## config.mk

```make
export PLATFORM = sky130hd
export DESIGN_NAME = decode_stage_flat
export DESIGN_NICKNAME = d
export VERILOG_FILES = /design/src/rtl/rv_pkg.sv /design/src/rtl/decode_stage_if.sv /design/src/rtl/decode_stage_slot.sv /design/src/rtl/decode_stage.sv /design/src/flat_wrapper.sv
export SDC_FILE = /design/constraint.sdc
export NUM_CORES = 1
export LEC_CHECK = 0
export CAP_MARGIN = 20
export CORE_MARGIN = 5
export CORE_UTILIZATION = 45
export CTS_CLUSTER_SIZE = 8
export DETAILED_ROUTE_END_ITERATION = 10
export GPL_TIMING_DRIVEN = 1
export PLACE_DENSITY = 0.85
export SKIP_CTS_REPAIR_TIMING = 1
export SYNTH_ARGS = -nofsm -noshare
export SYNTH_HDL_FRONTEND = slang
export SYNTH_SLANG_ARGS = --single-unit
```

## constraint.sdc

```tcl
create_clock -name clk -period 3.4 [get_ports clk]
set_input_delay 0.85 -clock clk [delete_from_list [all_inputs] [get_ports clk]]
set_output_delay 0.85 -clock clk [all_outputs]
set_load 0.01 [all_outputs]
```

## src/rtl/rv_pkg.sv

```systemverilog
// RV32I opcode constants and instruction-format classification shared by the
// decode slice.
package rv_pkg;

  localparam logic [6:0] OP_R      = 7'b0110011;
  localparam logic [6:0] OP_IMM    = 7'b0010011;
  localparam logic [6:0] OP_LOAD   = 7'b0000011;
  localparam logic [6:0] OP_STORE  = 7'b0100011;
  localparam logic [6:0] OP_BRANCH = 7'b1100011;
  localparam logic [6:0] OP_LUI    = 7'b0110111;
  localparam logic [6:0] OP_AUIPC  = 7'b0010111;
  localparam logic [6:0] OP_JAL    = 7'b1101111;
  localparam logic [6:0] OP_JALR   = 7'b1100111;

  typedef enum logic [2:0] {
    FMT_R,
    FMT_I,
    FMT_S,
    FMT_B,
    FMT_U,
    FMT_J,
    FMT_BAD
  } fmt_e;

  function automatic fmt_e fmt_of(input logic [6:0] opcode);
    case (opcode)
      OP_R:                      return FMT_R;
      OP_IMM, OP_LOAD, OP_JALR:  return FMT_I;
      OP_STORE:                  return FMT_S;
      OP_BRANCH:                 return FMT_B;
      OP_LUI, OP_AUIPC:          return FMT_U;
      OP_JAL:                    return FMT_J;
      default:                   return FMT_BAD;
    endcase
  endfunction

endpackage

```

## src/rtl/decode_stage_if.sv

```systemverilog
// Fetch-to-rename bundle for the two-wide decode stage: fetch-side inputs and
// the registered decoded fields handed to rename.
interface decode_stage_if #(parameter int XLEN = 32);
  logic [31:0]     c_di;
  logic            en_flag_di;
  logic [31:0]     instr_1;
  logic [31:0]     instr_2;

  logic [6:0]      opcode_do_1, opcode_do_2;
  logic [2:0]      func3_do_1,  func3_do_2;
  logic [6:0]      func7_do_1,  func7_do_2;
  logic [4:0]      rs1_do_1,    rs1_do_2;
  logic [4:0]      rs2_do_1,    rs2_do_2;
  logic [4:0]      rd_do_1,     rd_do_2;
  logic [XLEN-1:0] imm_do_1,    imm_do_2;
  logic            valid_do_1,  valid_do_2;
  logic [31:0]     instr_do_1,  instr_do_2;
  logic            en_flag_do;
  logic [31:0]     c_do;

  modport master (
    output c_di, en_flag_di, instr_1, instr_2,
    input  opcode_do_1, opcode_do_2, func3_do_1, func3_do_2,
           func7_do_1, func7_do_2, rs1_do_1, rs1_do_2, rs2_do_1, rs2_do_2,
           rd_do_1, rd_do_2, imm_do_1, imm_do_2, valid_do_1, valid_do_2,
           instr_do_1, instr_do_2, en_flag_do, c_do
  );

  modport slave (
    input  c_di, en_flag_di, instr_1, instr_2,
    output opcode_do_1, opcode_do_2, func3_do_1, func3_do_2,
           func7_do_1, func7_do_2, rs1_do_1, rs1_do_2, rs2_do_1, rs2_do_2,
           rd_do_1, rd_do_2, imm_do_1, imm_do_2, valid_do_1, valid_do_2,
           instr_do_1, instr_do_2, en_flag_do, c_do
  );
endinterface

```

## src/rtl/decode_stage_slot.sv

```systemverilog
// Combinational decode of one RV32I instruction word into register fields,
// sign-extended immediate and a format-legality flag.
module decode_slot
  import rv_pkg::*;
#(
  parameter int XLEN = 32
) (
  input  logic [31:0]     instr,
  output logic [6:0]      opcode,
  output logic [2:0]      func3,
  output logic [6:0]      func7,
  output logic [4:0]      rs1,
  output logic [4:0]      rs2,
  output logic [4:0]      rd,
  output logic [XLEN-1:0] imm,
  output logic            valid
);

  fmt_e fmt;

  assign opcode = instr[6:0];
  assign func3  = instr[14:12];
  assign func7  = instr[31:25];

  always_comb begin
    // NOTE: every output gets a default first so no path through the case can infer a latch.
    fmt   = (instr == 32'd0) ? FMT_BAD : fmt_of(instr[6:0]);
    rs1   = instr[19:15];
    rs2   = instr[24:20];
    rd    = instr[11:7];
    imm   = '0;
    valid = 1'b1;
    case (fmt)
      FMT_R: ;
      FMT_I: begin
        rs2 = '0;
        imm = XLEN'($signed(instr[31:20]));
      end
      FMT_S: begin
        rd  = '0;
        imm = XLEN'($signed({instr[31:25], instr[11:7]}));
      end
      FMT_B: begin
        rd  = '0;
        imm = XLEN'($signed({instr[31], instr[7], instr[30:25], instr[11:8], 1'b0}));
      end
      FMT_U: begin
        rs1 = '0;
        rs2 = '0;
        imm = XLEN'($signed({instr[31:12], 12'b0}));
      end
      FMT_J: begin
        rs1 = '0;
        rs2 = '0;
        imm = XLEN'($signed({instr[31], instr[19:12], instr[20], instr[30:21], 1'b0}));
      end
      default: begin
        rs1   = '0;
        rs2   = '0;
        rd    = '0;
        valid = 1'b0;
      end
    endcase
  end

endmodule

```

## src/rtl/decode_stage.sv

```systemverilog
// Two-wide RV32I decode stage: two independent slot decoders followed by a
// single register stage into rename.
module decode_stage
  import rv_pkg::*;
#(
  parameter int XLEN = 32
) (
  input logic           clk,
  input logic           rst,
  decode_stage_if.slave bus
);

  logic [6:0]      opcode_1, opcode_2, func7_1, func7_2;
  logic [2:0]      func3_1, func3_2;
  logic [4:0]      rs1_1, rs1_2, rs2_1, rs2_2, rd_1, rd_2;
  logic [XLEN-1:0] imm_1, imm_2;
  logic            valid_1, valid_2;

  decode_slot #(.XLEN(XLEN)) u_slot_1 (
    .instr(bus.instr_1), .opcode(opcode_1), .func3(func3_1), .func7(func7_1),
    .rs1(rs1_1), .rs2(rs2_1), .rd(rd_1), .imm(imm_1), .valid(valid_1)
  );

  decode_slot #(.XLEN(XLEN)) u_slot_2 (
    .instr(bus.instr_2), .opcode(opcode_2), .func3(func3_2), .func7(func7_2),
    .rs1(rs1_2), .rs2(rs2_2), .rd(rd_2), .imm(imm_2), .valid(valid_2)
  );

  // NOTE: state is written with <= so both slots and the tag sample the same pre-edge values.
  always_ff @(posedge clk) begin
    if (rst) begin
      bus.c_do        <= '0;
      bus.en_flag_do  <= 1'b0;
      bus.valid_do_1  <= 1'b0;
      bus.valid_do_2  <= 1'b0;
      bus.opcode_do_1 <= '0;
      bus.opcode_do_2 <= '0;
      bus.func3_do_1  <= '0;
      bus.func3_do_2  <= '0;
      bus.func7_do_1  <= '0;
      bus.func7_do_2  <= '0;
      bus.rs1_do_1    <= '0;
      bus.rs1_do_2    <= '0;
      bus.rs2_do_1    <= '0;
      bus.rs2_do_2    <= '0;
      bus.rd_do_1     <= '0;
      bus.rd_do_2     <= '0;
      bus.imm_do_1    <= '0;
      bus.imm_do_2    <= '0;
      bus.instr_do_1  <= '0;
      bus.instr_do_2  <= '0;
    end else begin
      bus.c_do       <= bus.c_di;
      bus.en_flag_do <= bus.en_flag_di;
      bus.valid_do_1 <= bus.en_flag_di & valid_1;
      bus.valid_do_2 <= bus.en_flag_di & valid_2;
      // A disabled bundle only drops the valids; decoded fields keep their last values.
      if (bus.en_flag_di) begin
        bus.opcode_do_1 <= opcode_1;
        bus.opcode_do_2 <= opcode_2;
        bus.func3_do_1  <= func3_1;
        bus.func3_do_2  <= func3_2;
        bus.func7_do_1  <= func7_1;
        bus.func7_do_2  <= func7_2;
        bus.rs1_do_1    <= rs1_1;
        bus.rs1_do_2    <= rs1_2;
        bus.rs2_do_1    <= rs2_1;
        bus.rs2_do_2    <= rs2_2;
        bus.rd_do_1     <= rd_1;
        bus.rd_do_2     <= rd_2;
        bus.imm_do_1    <= imm_1;
        bus.imm_do_2    <= imm_2;
        bus.instr_do_1  <= bus.instr_1;
        bus.instr_do_2  <= bus.instr_2;
      end
    end
  end

endmodule

```

## src/flat_wrapper.sv

```systemverilog
// flat-port wrapper written by rule: the top's interface ports become plain ports
module decode_stage_flat import rv_pkg::*;
#(
  parameter int XLEN = 32
)
  (clk, rst, bus_c_di, bus_en_flag_di, bus_instr_1, bus_instr_2, bus_opcode_do_1, bus_opcode_do_2, bus_func3_do_1, bus_func3_do_2, bus_func7_do_1, bus_func7_do_2, bus_rs1_do_1, bus_rs1_do_2, bus_rs2_do_1, bus_rs2_do_2, bus_rd_do_1, bus_rd_do_2, bus_imm_do_1, bus_imm_do_2, bus_valid_do_1, bus_valid_do_2, bus_instr_do_1, bus_instr_do_2, bus_en_flag_do, bus_c_do);
  decode_stage_if #(.XLEN(XLEN)) bus_i ();
  input logic clk;
  input logic rst;
  input wire logic [$bits(bus_i.c_di)-1:0] bus_c_di;
  input wire logic [$bits(bus_i.en_flag_di)-1:0] bus_en_flag_di;
  input wire logic [$bits(bus_i.instr_1)-1:0] bus_instr_1;
  input wire logic [$bits(bus_i.instr_2)-1:0] bus_instr_2;
  output wire logic [$bits(bus_i.opcode_do_1)-1:0] bus_opcode_do_1;
  output wire logic [$bits(bus_i.opcode_do_2)-1:0] bus_opcode_do_2;
  output wire logic [$bits(bus_i.func3_do_1)-1:0] bus_func3_do_1;
  output wire logic [$bits(bus_i.func3_do_2)-1:0] bus_func3_do_2;
  output wire logic [$bits(bus_i.func7_do_1)-1:0] bus_func7_do_1;
  output wire logic [$bits(bus_i.func7_do_2)-1:0] bus_func7_do_2;
  output wire logic [$bits(bus_i.rs1_do_1)-1:0] bus_rs1_do_1;
  output wire logic [$bits(bus_i.rs1_do_2)-1:0] bus_rs1_do_2;
  output wire logic [$bits(bus_i.rs2_do_1)-1:0] bus_rs2_do_1;
  output wire logic [$bits(bus_i.rs2_do_2)-1:0] bus_rs2_do_2;
  output wire logic [$bits(bus_i.rd_do_1)-1:0] bus_rd_do_1;
  output wire logic [$bits(bus_i.rd_do_2)-1:0] bus_rd_do_2;
  output wire logic [$bits(bus_i.imm_do_1)-1:0] bus_imm_do_1;
  output wire logic [$bits(bus_i.imm_do_2)-1:0] bus_imm_do_2;
  output wire logic [$bits(bus_i.valid_do_1)-1:0] bus_valid_do_1;
  output wire logic [$bits(bus_i.valid_do_2)-1:0] bus_valid_do_2;
  output wire logic [$bits(bus_i.instr_do_1)-1:0] bus_instr_do_1;
  output wire logic [$bits(bus_i.instr_do_2)-1:0] bus_instr_do_2;
  output wire logic [$bits(bus_i.en_flag_do)-1:0] bus_en_flag_do;
  output wire logic [$bits(bus_i.c_do)-1:0] bus_c_do;
  assign bus_i.c_di = bus_c_di;
  assign bus_i.en_flag_di = bus_en_flag_di;
  assign bus_i.instr_1 = bus_instr_1;
  assign bus_i.instr_2 = bus_instr_2;
  assign bus_opcode_do_1 = bus_i.opcode_do_1;
  assign bus_opcode_do_2 = bus_i.opcode_do_2;
  assign bus_func3_do_1 = bus_i.func3_do_1;
  assign bus_func3_do_2 = bus_i.func3_do_2;
  assign bus_func7_do_1 = bus_i.func7_do_1;
  assign bus_func7_do_2 = bus_i.func7_do_2;
  assign bus_rs1_do_1 = bus_i.rs1_do_1;
  assign bus_rs1_do_2 = bus_i.rs1_do_2;
  assign bus_rs2_do_1 = bus_i.rs2_do_1;
  assign bus_rs2_do_2 = bus_i.rs2_do_2;
  assign bus_rd_do_1 = bus_i.rd_do_1;
  assign bus_rd_do_2 = bus_i.rd_do_2;
  assign bus_imm_do_1 = bus_i.imm_do_1;
  assign bus_imm_do_2 = bus_i.imm_do_2;
  assign bus_valid_do_1 = bus_i.valid_do_1;
  assign bus_valid_do_2 = bus_i.valid_do_2;
  assign bus_instr_do_1 = bus_i.instr_do_1;
  assign bus_instr_do_2 = bus_i.instr_do_2;
  assign bus_en_flag_do = bus_i.en_flag_do;
  assign bus_c_do = bus_i.c_do;
  decode_stage #(.XLEN(XLEN)) u_core (.clk(clk), .rst(rst), .bus(bus_i));
endmodule
```

Word level (Yosys, flattened, before mapping)
Cells that the tools add are included.
{"block": "word_totals", "ff_bits": 227, "latchBits": 0, "ramBits": 0, "mem_bits_ro": 0, "inputBits": 99, "out_inout_bits": 227, "word_cells": 80, "mem_count": 0}
{"block": "op_classes", "add_sub_neg": 0, "mul": 0, "div": 0, "n_lt_le_gt_ge": 0, "n_eq_ne": 28, "shift": 0, "mux": 14, "bitwise_logic": 2, "reduce_logical": 16}
{"operator": "$pmux W32 S5", "n": 2}
{"operator": "$logic_not A32 Y1", "n": 2}
{"operator": "$eq A7 B6 Y1 const B", "n": 6}
{"operator": "$eq A7 B7 Y1 const B", "n": 6}
{"operator": "$pmux W3 S6", "n": 2}
{"operator": "$mux W5", "n": 6}
{"operator": "$eq A7 B5 Y1 const B", "n": 4}
{"operator": "$reduce_or A4 Y1", "n": 4}
{"operator": "$eq A7 B2 Y1 const B", "n": 2}
{"operator": "$eq A3 B2 Y1 const B", "n": 4}
{"operator": "$eq A3 B3 Y1 const B", "n": 4}
{"operator": "$reduce_or A3 Y1", "n": 4}
{"operator": "$reduce_or A6 Y1", "n": 2}
{"operator": "$eq A3 B1 Y1 const B", "n": 2}
{"operator": "$logic_not A3 Y1", "n": 2}
{"operator": "$mux W3", "n": 2}
{"operator": "$reduce_or A2 Y1", "n": 2}
{"operator": "$and A1 B1 Y1", "n": 2}
{"operator": "$mux W1", "n": 2}

Depth between registers and ports, before layout
{"block": "depth", "ltp_word": 8, "ltp_mapped": 6, "mapped_depth_nobuf": 4}

By module
A second synthesis with hierarchy kept.
{"block": "unflattened", "hier_cells": 957, "hier_area_um2": 9633.0}
{"module": "decode_stage", "n_inst": 1, "cells_per_inst": 693, "area_each_um2": 7873.8, "seq_area_each_um2": 4544.4}
{"module": "decode_slot", "n_inst": 2, "cells_per_inst": 132, "area_each_um2": 879.6, "seq_area_each_um2": 0.0}

Worst setup path before layout
No wires, ideal clock.
{"block": "synth_timing", "kind": "input-to-reg", "startpoint": "input bus_instr_2[5]", "endpoint": "register u_core.bus.imm_do_2[22] in the netlist's numbering", "setup_time_ps": 69, "arrival_ps": 1965, "required_time_ps": 3331, "path_slack_ps": 1366, "cell_stages": 6, "n_path_buf": 2, "path_cell_list": "buf_2 mux2_2 nor3_2 o21ai_2 buf_4 o21ai_1"}
{"block": "synth_via", "elab_chain_len": 6, "elab_cells_between_ends": 20, "classes_between": "eq/ne (14); mux (3); reduce/logical (3)"}
{"element": "start, declared", "line_no": "flat_wrapper.sv:13", "source": "input wire logic [$bits(bus_i.instr_2)-1:0] bus_instr_2;"}
{"element": "$eq A7 B5 Y1, or another cell as far along", "line_no": "rv_pkg.sv:26", "source": "case (opcode)"}
{"element": "$reduce_or A3 Y1 or $reduce_or A2 Y1 (tied branches)", "line_no": "rv_pkg.sv:26"}
{"element": "$pmux W3 S6", "line_no": "rv_pkg.sv:26"}
{"element": "$mux W3 *", "line_no": "decode_stage_slot.sv:27", "source": "fmt = (instr == 32'd0) ? FMT_BAD : fmt_of(instr[6:0]);"}
{"element": "$eq A3 B3 Y1, or another cell as far along", "line_no": "decode_stage_slot.sv:33", "source": "case (fmt)"}
{"element": "$pmux W32 S5 *", "line_no": "decode_stage_slot.sv:33"}
{"element": "end signal, assigned", "line_no": "decode_stage.sv:72", "source": "bus.imm_do_2 <= imm_2;"}
{"element": "end, declared", "line_no": "decode_stage_if.sv:33", "source": "rd_do_1, rd_do_2, imm_do_1, imm_do_2, valid_do_1, valid_do_2,"}
Every way passes the cells marked *; elsewhere a longest branch is shown, timed or not.
A chain may end at the register's enable or synchronous reset.

Worst setup path after layout
{"block": "layout_timing", "startpoint": "input bus_instr_1[6]", "endpoint": "register u_core.bus.imm_do_1[30] in the netlist's numbering"}
{"block": "layout_via", "elab_chain_len": 6, "elab_cells_between_ends": 20, "classes_between": "eq/ne (14); mux (3); reduce/logical (3)"}
{"element": "start, declared", "line_no": "flat_wrapper.sv:12", "source": "input wire logic [$bits(bus_i.instr_1)-1:0] bus_instr_1;"}
{"element": "$eq A7 B5 Y1, or another cell as far along", "line_no": "rv_pkg.sv:26"}
{"element": "$reduce_or A3 Y1 or $reduce_or A2 Y1 (tied branches)", "line_no": "rv_pkg.sv:26"}
{"element": "$pmux W3 S6", "line_no": "rv_pkg.sv:26"}
{"element": "$mux W3 *", "line_no": "decode_stage_slot.sv:27"}
{"element": "$eq A3 B3 Y1, or another cell as far along", "line_no": "decode_stage_slot.sv:33"}
{"element": "$pmux W32 S5 *", "line_no": "decode_stage_slot.sv:33"}
{"element": "end signal, assigned", "line_no": "decode_stage.sv:71", "source": "bus.imm_do_1 <= imm_1;"}
{"element": "end, declared", "line_no": "decode_stage_if.sv:33"}
Marks and branches as above.

==> summary.md <==
| Metric | Value |
|---|---|
| Run status | `completed` |
| Worst-margin pin slew | `roughly 1000 ps` |
| Iteration-0 DRC Markers | `386` |
| Final hold viol count | `0` |
| Seq/Total Area, Yosys | `0.518` |
| Die width | `139 um` |
| Area of the multi-input gates | `0.00307 mm2` |
| Port Buf Inserts | `325` |
| Yosys warnings | `0` |
| Starting Density | `0.455` |
| Residual DRC | `0` |
| Num CTS Buffers | `17` |
| XOR/XNOR Fraction of Synth Area | `0` |
| Routed vias/inst | `~5.3` |
| Leak | `4.06 nW` |
| Vias after detailed routing | `6730` |
| GRT Util Overall | `0.237` |
| Worst R2R Path Depth | `3` |
| Die H | `approximately 140 um` |
| Setup TNS | `0 ps` |
| Adder-cell share of the synthesized area | `0` |
| RSZ-0062 raised after global routing | `false` |
| Row count | `47` |
| Largest net degree at the start of global routing | `around 100` |
| Post-route ant nets | `0` |
| Gpl congestion | `about 0.87` |
| Worst Hold Path EP | `u_core.bus.imm_do_2[29]` |
| Area delta synth->final | `49.3%` |
| Io pins | `326` |
| Final wirelength | `23700 um` |
| Worst EP arrival | `2980 ps` |
| CP Max Fanout | `14` |
| Initial antenna violation count | `0` |
| Worst hold path cell count | `2` |
| First-pass GRT wire length | `roughly 37000 um` |
| Register-to-Register Setup Slack | `2540 ps` |
| CTS tree | `done` |
| Worst IR Drop VDD | `roughly 320 uV` |
| CORE AREA | `around 0.016 mm2` |
| Clock Latency Late Sink | `420 ps` |
| Mapped Cells | `~770` |
| DP Area | `0.0106 mm2` |
| Register area | `0.00386 mm2` |
| Worst path required time | `3750 ps` |
| Number of global-route vias before repair | `6789` |
| Pins Over Slew Limit | `0` |
| Cell area after synthesis | `~0.0075 mm2` |
| FMAX | `0.381 GHz` |
| Period utilization | `0.773` |
| Setup WS post-layout | `772 ps` |
| # setup viols final | `0` |
| CTS max path bufs | `2` |
| Synth cell types | `54` |
| Critical R2R Launch | `u_core.bus.imm_do_2[18]` |
| Fill count | `1256` |
| RR Endpoint | `u_core.bus.imm_do_2[18]` |
| # clock sinks | `a little under 200` |
| Utilization after layout | `0.679` |
| Remaining global-route overflow | `0` |
| Worst clock skew | `0 ps` |
| Simple-gate portion of the synthesized area | `0.161` |
| Mapped Nets | `864` |
| Worst-case headroom to the max-slew limit | `0.328` |
| Syn avg cell area | `9.76 um2` |
| Clock transition at path regs | `70 ps` |
| Root Buffer | `clkbuf_16` |
| #FFs+latches synth | `193` |
| Post-Place Setup Slack | `402 ps` |
| Commonest non-fill, non-tap cells in the layout | `clkdlybuf4s50_1 (323), dfxtp_1 (193), nor2_1 (95)` |
| Design Area, Final | `0.0111 mm2` |
| Hpwl dp | `17200 um` |
| Share of layout cells above drive strength 1 | `0.0718` |
| Crit path capture type | `flip-flop` |
| # H-tree levels | `4` |
| ANT cells | `0` |
| First-pass detailed-route iteration total | `5` |
| Mux contribution to synthesized area | `0.0902` |
| Pwr Density | `443 mW/mm2` |
| Max Cap Viol | `0` |
| Fraction of registers with async set/reset | `0` |
| NumNets Final | `1132` |
| Worst Setup Start Kind | `input pin` |
| Post-layout minimum cycle time | `~2600 ps` |
| Synth Area in Compound Gates | `0.159` |
| Dominant synthesized flop cell | `dfxtp_1` |
| Power, Total | `between 4 and 5 mW` |
| Most common cell after layout, fill and taps aside | `clkdlybuf4s50_1` |
| Hold Path Class | `reg -> reg` |
| Die ar. | `roughly 0.019 mm2` |
| Min-delay src | `u_core.bus.imm_do_2[29]` |
| Setup CP Type | `in -> reg` |
| Post-synth EDFFs | `0` |
| Combinational family with the most area after synthesis | `simple AND/OR/NAND/NOR gates` |
| Avg WL per Cell | `18.7 um` |
Yosys cell counts (9+ instances only):
cell type,number,area [um2]
a31oi_1,9,56.3
nor2_1,96,360
o21ai_1,27,135
buf_4,38,285
mux2i_1,65,651
a32oi_1,11,96.3
buf_2,19,95.1
a22oi_2,11,138
a22oi_1,34,255
clkbuf_1,27,101
nand2_1,62,233
a21boi_0,11,82.6
nor2b_1,40,250
dfxtp_1,193,3860
nand3_1,22,110
a21oi_1,25,125
worst max-delay path by stage:
stage | from | to | slack (ps) | cells after the start
5_1_grt | bus_instr_1[6] | u_core.bus.imm_do_1[30] | 680 | 5
4_1_cts | bus_instr_1[6] | u_core.bus.imm_do_1[30] | 830 | 5
6_report | bus_instr_1[6] | u_core.bus.imm_do_1[30] | 770 | 5
2_1_floorplan | bus_instr_2[5] | u_core.bus.imm_do_2[22] | 1370 | 6
3_3_place_gp | bus_instr_1[6] | u_core.bus.imm_do_1[11] | 160 | 5
3_5_place_dp | bus_instr_1[6] | u_core.bus.imm_do_1[22] | 400 | 5
metal layers:
layer | track usage | share of wire | up-vias
li1 | - | - | 3157
met1 | 0.278 | 0.40 | 3220
met2 | 0.401 | 0.49 | 307
met3 | 0.0762 | 0.085 | 46
met4 | 0.0999 | 0.031 | 0
met5 | 0 | 0 | -
through the flow:
step | instances | hold slack [ps]
5_1_grt | 1265 | 468
6_report | 1265 | 445
2_1_floorplan | 765 | 471
3_3_place_gp | 1233 | 433
3_5_place_dp | 1234 | 441
4_1_cts | 1265 | 451
final cells by class:
cell class	count	area share
Clock buffer	24	0.0441
Clock inverter	7	0.00685
Inverter	4	0.00135
Multi-Input combinational cell	480	0.275
Sequential cell	193	0.347
Tap cell	220	0.0247
Timing Repair Buffer	337	0.301
critical path: stages:
cell and delay [ps]:
clkdlybuf4s50_1 640, or3b_1 520, nor2_1 540, a21boi_0 240, a22oi_2 180
cells by family after synthesis:
logic type             count (synthesis)
buffers and inverters                 92
and+or+nand+nor                      250
AOI/OAI and AO/OA                    163
DFF                                  193
muxes                                 67
flip-flops by register name, indices dropped and copies added, names as in the netlist, 5 cells and up:
name,cells
u_core.bus.c_do,32
u_core.bus.imm_do_1,32
u_core.bus.imm_do_2,32
u_core.bus.instr_do_1,32
u_core.bus.instr_do_2,32
u_core.bus.rd_do_1,5
u_core.bus.rd_do_2,5
u_core.bus.rs1_do_1,5
u_core.bus.rs1_do_2,5
u_core.bus.rs2_do_1,5
u_core.bus.rs2_do_2,5
report_power, final:
part | switching [mW] | internal (mW)
combinational | 0.297 | 0.340
clock | 0.836 | 1.09
sequential | 0.0416 | 2.33
total | 1.17 | 3.76
(Power assumes the default switching activity.)
